===== config.mk =====
export PLATFORM = sky130hd
export DESIGN_NAME = jpeg_cone_pipe
export DESIGN_NICKNAME = d
export VERILOG_FILES = /design/src/rtl/jpeg_cone_pipe.sv
export SDC_FILE = /design/constraint.sdc
export NUM_CORES = 1
export LEC_CHECK = 0
export CAP_MARGIN = 20
export CORE_ASPECT_RATIO = 1.2
export CORE_MARGIN = 1.5
export CORE_UTILIZATION = 53
export CTS_CLUSTER_DIAMETER = 60
export DETAILED_ROUTE_END_ITERATION = 8
export HOLD_SLACK_MARGIN = 0.1
export PLACE_DENSITY_LB_ADDON = 0.3
export SYNTH_ARGS = -nofsm -noshare
export SYNTH_HDL_FRONTEND = slang
export SYNTH_SLANG_ARGS = --single-unit

===== constraint.sdc =====
create_clock -name clk -period 5.3 [get_ports clk]
set_clock_uncertainty 0.05 [all_clocks]
set_input_delay 1.59 -clock clk [delete_from_list [all_inputs] [get_ports clk]]
set_output_delay 1.59 -clock clk [all_outputs]
set_load 0.03 [all_outputs]

===== src/rtl/jpeg_cone_pipe.sv =====
//------------------------------------------------------------------------------
// Module  : jpeg_cone_pipe
// Brief   : Bit-parallel JPEG cone function behind an elastic valid/ready
//           pipeline, with an optional per-frame XOR checksum mode.
//           Optional macro JPEG_CONE_PARITY_EN adds out_parity.
// Revision: 1.0 - initial release
//------------------------------------------------------------------------------
`default_nettype none

module jpeg_cone_pipe #(
  parameter int W         = 8,
  parameter int STAGES    = 2,
  parameter int FRAME_LEN = 16
) (
  input  logic         clk,
  input  logic         rst,
  input  logic         in_valid,
  output logic         in_ready,
  input  logic [W-1:0] in_a,
  input  logic [W-1:0] in_b,
  input  logic [W-1:0] in_c,
  input  logic [W-1:0] in_d,
  input  logic [W-1:0] in_e,
  input  logic         mode,
  output logic         out_valid,
  input  logic         out_ready,
  output logic [W-1:0] out_data,
  output logic         out_last
`ifdef JPEG_CONE_PARITY_EN
  ,output logic        out_parity
`endif
);

  localparam int CW = $clog2(FRAME_LEN + 1);
  localparam int T  = STAGES - 1;

  logic [W-1:0] f_in;
  assign f_in = (in_c & in_d & ~in_a) ^ (in_a | ~in_e) ^ in_b;

  logic [CW-1:0] cnt_q, cnt_d;
  logic          mode_q, mode_d;
  logic          accept, first_in, last_in, tag_in;

  assign accept   = in_valid & in_ready;
  assign first_in = (cnt_q == '0);
  assign last_in  = (cnt_q == CW'(FRAME_LEN - 1));
  // A beat opening a frame carries the live mode; later beats use the latched one.
  assign tag_in   = first_in ? mode : mode_q;

  logic [STAGES-1:0] v_q, l_q, m_q, adv, load;
  logic [STAGES-1:0] up_v, up_l, up_m;
  logic [W-1:0]      f_q  [STAGES];
  logic [W-1:0]      up_f [STAGES];
`ifdef JPEG_CONE_PARITY_EN
  logic [STAGES-1:0] p_q, up_p;
`endif

  logic         hold_q, hold_d;
  logic [W-1:0] hold_data_q, hold_data_d;
  logic [W-1:0] acc_q, acc_d;
`ifdef JPEG_CONE_PARITY_EN
  logic         hold_par_q, hold_par_d;
`endif

  logic         tail_v, tail_l, tail_m, tail_take, consume;
  logic [W-1:0] tail_f;

  assign tail_v = v_q[T];
  assign tail_l = l_q[T];
  assign tail_m = m_q[T];
  assign tail_f = f_q[T];

  // Checksum beats may enter as the hold drains; per-beat results wait behind it.
  always_comb begin
    tail_take = 1'b0;
    if (tail_m) tail_take = ~hold_q | out_ready;
    else        tail_take = ~hold_q & out_ready;
  end

  always_comb begin
    adv    = '0;
    adv[T] = tail_v & tail_take;
    for (int k = STAGES - 2; k >= 0; k--) begin
      adv[k] = v_q[k] & (~v_q[k+1] | adv[k+1]);
    end
  end

  assign load     = ~v_q | adv;
  assign in_ready = ~rst & load[0];
  assign consume  = adv[T] & tail_m;

  always_comb begin
    up_v[0] = accept;
    up_l[0] = last_in;
    up_m[0] = tag_in;
    up_f[0] = f_in;
`ifdef JPEG_CONE_PARITY_EN
    up_p[0] = ^f_in;
`endif
    for (int k = 1; k < STAGES; k++) begin
      up_v[k] = adv[k-1];
      up_l[k] = l_q[k-1];
      up_m[k] = m_q[k-1];
      up_f[k] = f_q[k-1];
`ifdef JPEG_CONE_PARITY_EN
      up_p[k] = p_q[k-1];
`endif
    end
  end

  always_ff @(posedge clk) begin
    if (rst) begin
      v_q <= '0;
      l_q <= '0;
      m_q <= '0;
`ifdef JPEG_CONE_PARITY_EN
      p_q <= '0;
`endif
      for (int k = 0; k < STAGES; k++) f_q[k] <= '0;
    end else begin
      for (int k = 0; k < STAGES; k++) begin
        if (load[k]) begin
          v_q[k] <= up_v[k];
          l_q[k] <= up_l[k];
          m_q[k] <= up_m[k];
          f_q[k] <= up_f[k];
`ifdef JPEG_CONE_PARITY_EN
          p_q[k] <= up_p[k];
`endif
        end
      end
    end
  end

  always_comb begin
    cnt_d  = cnt_q;
    mode_d = mode_q;
    if (accept) begin
      cnt_d = last_in ? '0 : cnt_q + CW'(1);
      if (first_in) mode_d = mode;
    end
  end

  always_comb begin
    acc_d       = acc_q;
    hold_d      = hold_q;
    hold_data_d = hold_data_q;
`ifdef JPEG_CONE_PARITY_EN
    hold_par_d  = hold_par_q;
`endif
    if (hold_q & out_ready) hold_d = 1'b0;
    if (consume) begin
      if (tail_l) begin
        hold_data_d = acc_q ^ tail_f;
        hold_d      = 1'b1;
        acc_d       = '0;
`ifdef JPEG_CONE_PARITY_EN
        hold_par_d  = ^(acc_q ^ tail_f);
`endif
      end else begin
        acc_d = acc_q ^ tail_f;
      end
    end
  end

  always_ff @(posedge clk) begin
    if (rst) begin
      cnt_q       <= '0;
      mode_q      <= 1'b0;
      acc_q       <= '0;
      hold_q      <= 1'b0;
      hold_data_q <= '0;
`ifdef JPEG_CONE_PARITY_EN
      hold_par_q  <= 1'b0;
`endif
    end else begin
      cnt_q       <= cnt_d;
      mode_q      <= mode_d;
      acc_q       <= acc_d;
      hold_q      <= hold_d;
      hold_data_q <= hold_data_d;
`ifdef JPEG_CONE_PARITY_EN
      hold_par_q  <= hold_par_d;
`endif
    end
  end

  logic beat_out;
  assign beat_out  = tail_v & ~tail_m;
  assign out_valid = hold_q | beat_out;
  assign out_data  = hold_q ? hold_data_q : (beat_out ? tail_f : '0);
  assign out_last  = hold_q | (beat_out & tail_l);
`ifdef JPEG_CONE_PARITY_EN
  assign out_parity = hold_q ? hold_par_q : (beat_out & p_q[T]);
`endif

endmodule

`default_nettype wire


# Word level (Yosys, flattened, before mapping)
# Memory sizes are Yosys's and may differ from the RTL's.
# Cells that the tools add are included.
# word_totals
output_inout_bits	11
mem_bits_rw	16
input_bits	45
n_memories	1
elab_cells	64
register_bits	29
# classes
mux	19
n_addsub	1
n_eq_ne	1
n_bitwise	29
reduce_logical	2
# mem_list
name	words	width	rd	rd_ports_with_merged_regs	write_ports	line	source
f_q	2	8	2	0	2	52	logic [W-1:0] f_q [STAGES];
# ops
cell	n
8-bit two-way mux	5
8-bit XOR	3
8-bit bitwise AND	2
8-bit NOT	2
1-bit two-way mux	13
1-bit bitwise AND	9
8-bit bitwise OR	1
1-bit bitwise OR	6
5-bit by 1-bit adder with 5-bit output, second input constant	1
5-bit by 4-bit equality test with 1-bit output, second input constant	1
5-bit logical NOT	1
5-bit two-way mux	1
1-bit NOT	4
2-bit NOT	1
2-bit bitwise OR	1
2-bit AND reduction	1

# Depth between registers and ports, before layout
# logic_depth
depth_word	11
mapped_depth	6
depth_no_buf	6

# Worst setup path after synthesis
# No wires, ideal clock.
# synth_timing
path_kind	input to output
from	input port out_ready
to	output port in_ready
t_required_ns	3.660
path_buffers	1
stages	5
path_slack_ns	1.248
t_arrival_ns	2.412
cell_sequence	and3b_1 > a21o_1 > a21o_1 > buf_6 > inv_4
# synth_via
elab_chain_cells	7
elab_cells_between_ends	8
classes_between	1 x mux; 7 x bitwise
# synth_lines
item	line	source
start, declared	26	input logic out_ready,
1-bit bitwise AND or 1-bit bitwise OR (tied branches)	77, 76	
1-bit two-way mux *	76	if (tail_m) tail_take = ~hold_q | out_ready;
1-bit bitwise AND *	82	adv[T] = tail_v & tail_take;
1-bit bitwise OR *	84	adv[k] = v_q[k] & (~v_q[k+1] | adv[k+1]);
1-bit bitwise AND *	84	
2-bit bitwise OR *	88	assign load = ~v_q | adv;
1-bit bitwise AND *	89	assign in_ready = ~rst & load[0];
end, declared	18	output logic in_ready,
# Mark *: on every way between the ends. The rest lies on a longest branch, timed or not.

# Final worst setup path
# Ends and elaborated chain as after synthesis.

==> flow_metrics.py <==
metrics = {
    "critical_path": {
        "crit_type": "input pin to primary output",
        "end_kind": "primary output",
        "rrSetupSlack_ns": 3.27,
        "r2r_end": "f_q[0][6]",
        "crit_fanout": 9,
        "worstReg2RegStart": "hold_q",
        "r2r_cells": 3,
        "crit_arrival_ns": 3.46,
        "worstPathRequired_ns": 3.66,
        "cp-start-kind": "input pin",
    },
    "detailed_routing": {
        "viasPerCell": 5.258,
        "vias": 1872,
        "dr.first_iter.drc_count": 79,
        "drt_pass1_iterations": 4,
        "route.detailed.wl_per_inst_um": 11.36,
        "drt_wl_total_um": 4045,
        "drtAntennaViolNets": 0,
        "drc": 0,
    },
    "clocking": {
        "clk_pin_slew_ns": 0.08,
        "clock_sinks": 45,
        "cts-buffers-inserted": 5,
        "post_cts_resized": 0,
        "cts_hold_buf": 0,
        "cts_max_level": 2,
        "postCtsSetupBuffers": 0,
        "cts_root_buf": "clkbuf_8",
        "clock_path_buffers": 2,
        "clk_latency_ns": 0.29,
        "cts_tree": "done",
    },
    "cells_and_area": {
        "fill_cells": 318,
        "layout_commonest_cell": "clkdlybuf4s50_1",
        "nNetsFinal": 346,
        "layout_common_cells": "55 x clkdlybuf4s50_1, 34 x nor2_1, 29 x dfxtp_1",
        "seqCellArea_um2": 1061,
        "antenna_cells": 0,
        "multi_input_area_um2": 1199,
        "area_delta_synth_final_pct": 29.63,
        "drive_gt1_share_pct": 8.333,
    },
    "die": {
        "dieWidth_um": 63.54,
        "core_um2": 4229,
        "start_util_pct": 55.12,
        "fp.dieH_um": 75.65,
        "rows": 26,
        "dieArea_um2": 4806,
        "io_pins": 56,
    },
    "timing": {
        "finalSetupTns_ns": 0,
        "setup_viol": 0,
        "fin_crit_sh_pct": 96.32,
        "post-route-min-period_ns": 5.105,
        "slew_headroom_pct": 56.14,
        "rsz0062_at_grt": "no",
        "finalHoldViolCount": 0,
        "drv_slew": 0,
        "tightestPinTransition_ns": 0.6572,
        "fmax_mhz": 195.9,
        "hold_ws_ns": 0.4173,
    },
    "global_routing": {
        "grt_use_met1_pct": 22.93,
        "grt_pass1_wl_um": 7162,
        "top_usage_layer": "met2",
        "first_global_vias": 1712,
        "gr-total-overflow": 0,
        "antenna_found_initial": 0,
        "grt_max_degree": 33,
        "gr-usage-met3_pct": 4.874,
        "grt_use_met2_pct": 32.40,
        "track_usage_pct": 18.62,
    },
    "logic_synthesis": {
        "ys_types": 42,
        "synth.avg_cell_area_um2": 9.632,
        "ys.flop_type": "dfxtp_1",
        "synth-seq-cells": 45,
        "yosysWarnings": 0,
        "syn_area_um2": 2331,
        "async_flop_share_pct": 0,
        "synth-edff-count": 16,
        "ys_seq_area_share_pct": 45.52,
        "synth_fp_nets": 289,
        "synthCells": 242,
    },
    "pwr": {
        "leakagePower_uw": 0.001043,
        "vdd_ir_drop_max_mv": 0.1894,
        "p_per_area_nw_per_um2": 231.1,
    },
    "min_path": {
        "whs_endpoint": "l_q[0]",
        "hold_path_startpoint": "l_q[0]",
        "hold_path.class": "register to register",
        "whs_path_depth": 2,
    },
    "placed_design": {
        "place_congestion": 0.7691,
        "dp_hpwl_um": 3096,
        "io_buffers": 55,
    },
    "run_status": {
        "outcome": "finished, final reports clean",
    },
    "run": {
        "maxCapViolations": 0,
    },
}
-- critical path: stages --
cell             delay, ns
clkdlybuf4s50_1       0.51
and3b_1               0.21
a21o_1                0.18
a21o_1                0.22
inv_4                 0.09
clkdlybuf4s50_1       0.67
-- metal layers --
metal	share of wire, %	wire [um]
met5	0	0
met4	1.2	49
met1	45	1815
met2	49	1997
met3	4.5	183
-- final cells by class --
class	instances	share of cell area [%]
multi-input combinational	182	39.67
sequential	45	35.11
timing repair buffer	58	18.96
clock buffer	8	2.981
tap	56	2.319
inverter	7	0.9524
-- cell families (layout without fill, tap and decap cells) --
kind of cell               Yosys count  in the layout  synth area share [%]
AOI/OAI and AO/OA                   51             51                 14.55
DFF                                 45             45                 45.52
adders and majority gates            2              2                 1.073
buffers and inverters               15             73                 3.060
and+or+nand+nor                    102            102                 25.01
muxes                               11             11                 4.777
xor gates and xnor gates            16             16                 6.012
-- metrics by stage --
step           total power (uW)  util, %  setup slack, ns  cell area [um2]  std cells
4_1_cts                   704.3    71.45           0.1758             3022        356
5_1_grt                   731.5    71.45          0.08320             3022        356
3_3_place_gp              490.2    69.32           0.2210             2932        348
2_1_floorplan             443.4        -            1.248             2331        242
3_5_place_dp              493.7    69.32           0.1884             2932        348
6_report                  698.3    71.45           0.1952             3022        356
-- cells in the mapped netlist, types with 7 or more instances --
| library cell | instances | area share [%] |
|---|---|---|
| nor2_1 | 34 | 5.5 |
| dfxtp_1 | 29 | 25 |
| a21oi_1 | 17 | 3.6 |
| edfxtp_1 | 16 | 21 |
| nand2_1 | 13 | 2.1 |
| and2_1 | 10 | 2.7 |
| mux2i_1 | 10 | 4.3 |
| nor3_1 | 10 | 2.1 |
| o21ai_0 | 10 | 2.1 |
| nand3b_1 | 9 | 2.9 |
| nor3_2 | 9 | 3.9 |
| o21a_1 | 8 | 2.6 |
| xnor2_1 | 8 | 3.0 |
| xor2_1 | 8 | 3.0 |
| a211oi_1 | 7 | 2.3 |
-- flip-flops by register name, indices dropped and copies added, names as in the netlist --
register,flops
acc_q,8
hold_data_q,8
v_q,2
hold_q,1
f_q,16
m_q,2
cnt_q,5
mode_q,1
l_q,2
-- where the power goes --
part           internal [uW]  total, uW  switching (uW)
registers                372        383            10.8
clock network            106        214             107
logic                   58.8        102            42.9
-- how the worst max path moves through the flow --
stage               cells after the start  slack [ns]       end  startpoint
finish                                  6        0.20  in_ready   out_ready
global route                            6        0.08  in_ready   out_ready
CTS                                     6        0.18  in_ready   out_ready
detailed placement                      6        0.19  in_ready   out_ready
global placement                        6        0.22  in_ready   out_ready
floorplan                               5        1.25  in_ready   out_ready
(Power assumes the default switching activity.)
==> edit 1, RTL diff (same settings) <==
Compare `cnt_q` against `CW'(FRAME_LEN - 1)` with >= in place of ==.
--- a/src/rtl/jpeg_cone_pipe.sv
+++ b/src/rtl/jpeg_cone_pipe.sv
@@ -45,3 +45,3 @@
   assign first_in = (cnt_q == '0);
-  assign last_in  = (cnt_q == CW'(FRAME_LEN - 1));
+  assign last_in  = (cnt_q >= CW'(FRAME_LEN - 1));
   // A beat opening a frame carries the live mode; later beats use the latched one.
Behaviour: same outputs for any inputs over 10 cycles, from zero or initial values and one cycle with rst high; that may be too few to reach the edited logic, so the function may still have changed.
==> edit 1 against the original RTL <==
Synthesized cell count increased by 4.1%. Via count increased by 5.4%. Final area is 0.37% lower. Power is 1.9% lower. Sequential cell count stayed put. Final cell count grew 1.7%. Routed wire length grew 12%. Worst setup slack better by 120 ps. Critical path depth unchanged. Register-to-register slack got worse by 80 ps. Fmax up 2.4%. Area after synthesis is 0.48% higher. Die area is 0.46% higher. Critical path type unchanged.
==> edit 1: results (changes against the original RTL) <==
Setup path:
- The worst reg-to-reg path cell count is 4 (was 3).
- The data arrival time of the worst path is 3350 ps (was 3460 ps).
- The maximum single-stage delay on the critical path is 700 ps (was 670 ps).
- The endpoint of the worst-slack reg-to-reg timing path is f_q[0][2]$_SDFFCE_PN0P_ (was f_q[0][6]$_SDFFCE_PN0P_).
- The internal reg-to-reg setup slack is 3190 ps (was 3270 ps).

Global routing:
- The pin count of the biggest net entering global routing is 31 (was 33).
- The number of global-route vias before repair is 1839 (was 1712).
- The wire length of the first global-routing pass is 7.893 mm (was 7.162 mm).
- The global-route usage over all layers is 21.00% (was 18.62%).

Layout:
- The net count of the finished layout is 354 (was 346).
- The share of post-route cells with drive strength above 1 is 4.575% (was 8.333%).
- The count of fill cells added during filler insertion is 338 (was 318).

Placement:
- The weighted congestion reported at the end of routability-driven placement is 0.7690 (was 0.7691).
- The placement-stage cell area was 0.002933 mm² (was 0.002932 mm²).
- The post-detailed-placement half-perimeter wirelength was 3.316 mm (was 3.096 mm).

Timing:
- The relative slew slack came to 52.84% (was 56.14%).

Power and ir drop:
- The maximum resistive drop on vdd is 0.0001605 V (was 0.0001894 V).
- The leakage power figure came to 0.001036 µW (was 0.001043 µW).
- The power density over the cells is 227.7 mW/mm² (was 231.1 mW/mm²).

Synth:
- Most numerous cell types in the synthesized netlist: nor2_1, dfxtp_1, nor3_1 (was nor2_1, dfxtp_1, a21oi_1).
- Largest cells by area after synthesis: dfxtp_1, edfxtp_1, nor2_1 (unchanged).
- The post-synthesis net count came to 300 (was 289).
- The part of the Yosys area used for sequential elements is 45.30% (was 45.52%).
- The number of distinct library cell variants in the gate-level netlist after synthesis was 38 (was 42).

Detailed routing:
- The total routed wirelength was 4.523 mm (was 4.045 mm).
- The detailed router's first-iteration violation count is 121 (was 79).

Status:
- Status: finished clean (unchanged).

Clock tree:
- The number of gates resized after cts is 0 (unchanged).
- The number of buffers inserted by post-CTS setup repair is 0 (unchanged).
## edit 1: cell type report
class | count | share of cell area (%)
clock inverters | 1 | 0.1663
flip-flops and latches | 45 | 35.25
repair buffers | 58 | 19.04
well taps | 56 | 2.328
multi-input cells | 187 | 39.69
clock buffers | 6 | 2.411
inverters | 9 | 1.122
## edit 1: layer usage
layer,global-route usage (%),wire length (µm),up-vias
met4,8.696,79,0
met1,23.89,1948,910
met2,38.71,2288,65
li1,-,-,994
met5,0,0,-
met3,4.579,207,5
## edit 1: worst max-delay path by stage
stage	start	endpoint	slack [ps]
after global placement	out_ready	in_ready	340
after CTS	out_ready	in_ready	300
after global routing	out_ready	in_ready	190
after detailed placement	out_ready	in_ready	310
final	out_ready	in_ready	310
after floorplan	out_ready	in_ready	1430
## edit 1: metrics by stage
step	worst slack, ps	power, µW	instances
finish	312.4	685.3	362
global route	188.4	717.0	362
CTS	301.0	688.0	362
detailed placement	308.8	495.7	355
global placement	339.8	491.4	355
floorplan	1425	444.5	252
## edit 1: worst max-delay path: cells and delay by family
family,cells,cell delay (ps)
buffers and inverters,3,1340
and+or+nand+nor,1,140
AOI/OAI and AO/OA,2,280
## edit 1: cell families after synthesis
group | Yosys count | share of synthesized area [%]
xor+xnor | 16 | 5.983
flops | 45 | 45.30
mux | 11 | 4.754
simple gates | 106 | 23.72
compound gates | 51 | 14.96
buf+inv | 20 | 3.686
fa+ha+maj | 3 | 1.603
## edit 1: where the power goes
group | switching [µW] | internal, µW | leakage, µW
Combinational | 42.3 | 59.2 | 0.000574
Sequential | 13.3 | 373 | 0.000421
Clock | 108 | 89.7 | 0.0000410
==> edit 2, RTL diff (same flow settings) <==
Without the edit above. Set the parameter `W` to 6 (it was 8).
--- a/src/rtl/jpeg_cone_pipe.sv
+++ b/src/rtl/jpeg_cone_pipe.sv
@@ -10,3 +10,3 @@
 module jpeg_cone_pipe #(
-  parameter int W         = 8,
+  parameter int W         = 6,
   parameter int STAGES    = 2,
Interface: changed (6 resized); port bits go from 56 to 44. No check against the original RTL was run, so the function may have changed too.
==> edit 2 against the original RTL <==
Final area fell by 19%. Global-route usage rose by 1.2 points. Area after synthesis fell by 18%. Via count fell by 13%. Power fell by 17%. Combinational power fell by 19%. Worst setup slack improved by 250 ps. Sequential cell count fell by 8. Routed wire length fell by 13%. Critical path type unchanged. Largest cell class unchanged.
==> edit 2: results (changes against the original RTL) <==
Status:
- Status: finished clean (unchanged).

Power and ir drop:
- The leakage power figure was 0.0008671 µW (was 0.001043 µW).

Layout:
- Largest registers: f_q: 12 flops, acc_q: 6 flops, hold_data_q: 6 flops (was f_q: 16 flops, acc_q: 8 flops, hold_data_q: 8 flops).
- The total non-filler cell area in the finished layout is 0.002449 mm² (was 0.003022 mm²).
- The number of multi-input combinational cells came to 153 (was 182).
- The final-layout clock buffer total is 7 (was 8).
- The final standard cell count with taps included and fillers excluded is 288 (was 356).
- The sequential cell area is 860.8 µm² (was 0.001061 mm²).
- The share of post-route cells with drive strength above 1 is 6.375% (was 8.333%).
- The multi-input gate share of total cell area is 40.37% (was 39.67%).
- The non-clock inverter count in the final layout is 8 (was 7).

Synth:
- Largest cells by area after synthesis: dfxtp_1, edfxtp_1, nor2_1 (unchanged).
- Most numerous cell types in the synthesized netlist: dfxtp_1, nor2_1, nor3_1 (was nor2_1, dfxtp_1, a21oi_1).
- The number of flops mapped to enable cells by yosys came to 12 (was 16).
- The post-synthesis net count is 243 (was 289).
- The gate count after technology mapping is 206 (was 242).

Placement:
- The count of input and output buffers is 43 (was 55).
- The weighted congestion reported at the end of routability-driven placement was 0.7397 (was 0.7691).
- The setup slack after placement is 460.9 ps (was 188.4 ps).
- The number of cells in the design after placement is 280 (was 348).

Detailed routing:
- The average via count per standard cell is 5.639 (was 5.258).
- The detailed router's first-iteration violation count was 50 (was 79).
- The detail-routed net length per standard cell is 12.18 µm (was 11.36 µm).

Setup path:
- The data arrival time of the worst path is 3220 ps (was 3460 ps).
- The maximum single-stage delay on the critical path is 490 ps (was 670 ps).
- The largest fanout on the critical path is 11 (was 9).
- The internal reg-to-reg setup slack is 3080 ps (was 3270 ps).
- The endpoint of the worst-slack reg-to-reg timing path is f_q[0][0]$_SDFFCE_PN0P_ (was f_q[0][6]$_SDFFCE_PN0P_).

Timing:
- The top achievable clock speed is 206.0 MHz (was 195.9 MHz).
- The slew at the pin closest to its max-slew limit is 750.9 ps (was 657.2 ps).
- The tightest hold margin was 406.6 ps (was 417.3 ps).

Global routing:
- The pin count of the biggest net entering global routing is 29 (was 33).
- The global-route usage over all layers is 19.78% (was 18.62%).
- The wire length of the first global-routing pass is 6.127 mm (was 7.162 mm).
- The number of global-route vias before repair was 1460 (was 1712).

Min path:
- The worst min-delay path startpoint is cnt_q[4]$_SDFFE_PP0P_ (was l_q[0]$_SDFFE_PP0P_).
[edit 2: changes by cell type in the layout (fill, tap and decap cells not counted), moves of 5 or more]
cell	delta
clkdlybuf4s50_1	-13
nor2_1	-9
nor3_2	-9
nand3b_1	-7
o21ai_0	-7
nor2b_1	+6
a21oi_1	-5
nor3_1	+5
[edit 2: kinds of logic after synthesis]
kind of cell	count (synthesis)	synth area share [%]
flops	37	44.85
simple gates	87	24.45
fa+ha+maj	2	1.304
mux	10	5.346
buf+inv	16	3.651
xor+xnor	12	5.476
compound gates	42	14.93
[edit 2: per-layer routing]
metal	GRT usage, %	share of wire, %
met1	23.09	45
met2	33.95	48
met3	6.716	6.2
met4	6.977	1.7
met5	0	0
[edit 2: report_power, final]
group / switching [µW] / internal, µW
sequential: 10.4 / 306
combinational: 34.4 / 47.9
clock: 90.6 / 91.4
total: 135 / 445
[edit 2: worst max-delay path: cells and delay by family]
kind,cells,cell delay [ps]
buffers and inverters,3,780
AOI/OAI and AO/OA,2,450
and+or+nand+nor,1,400
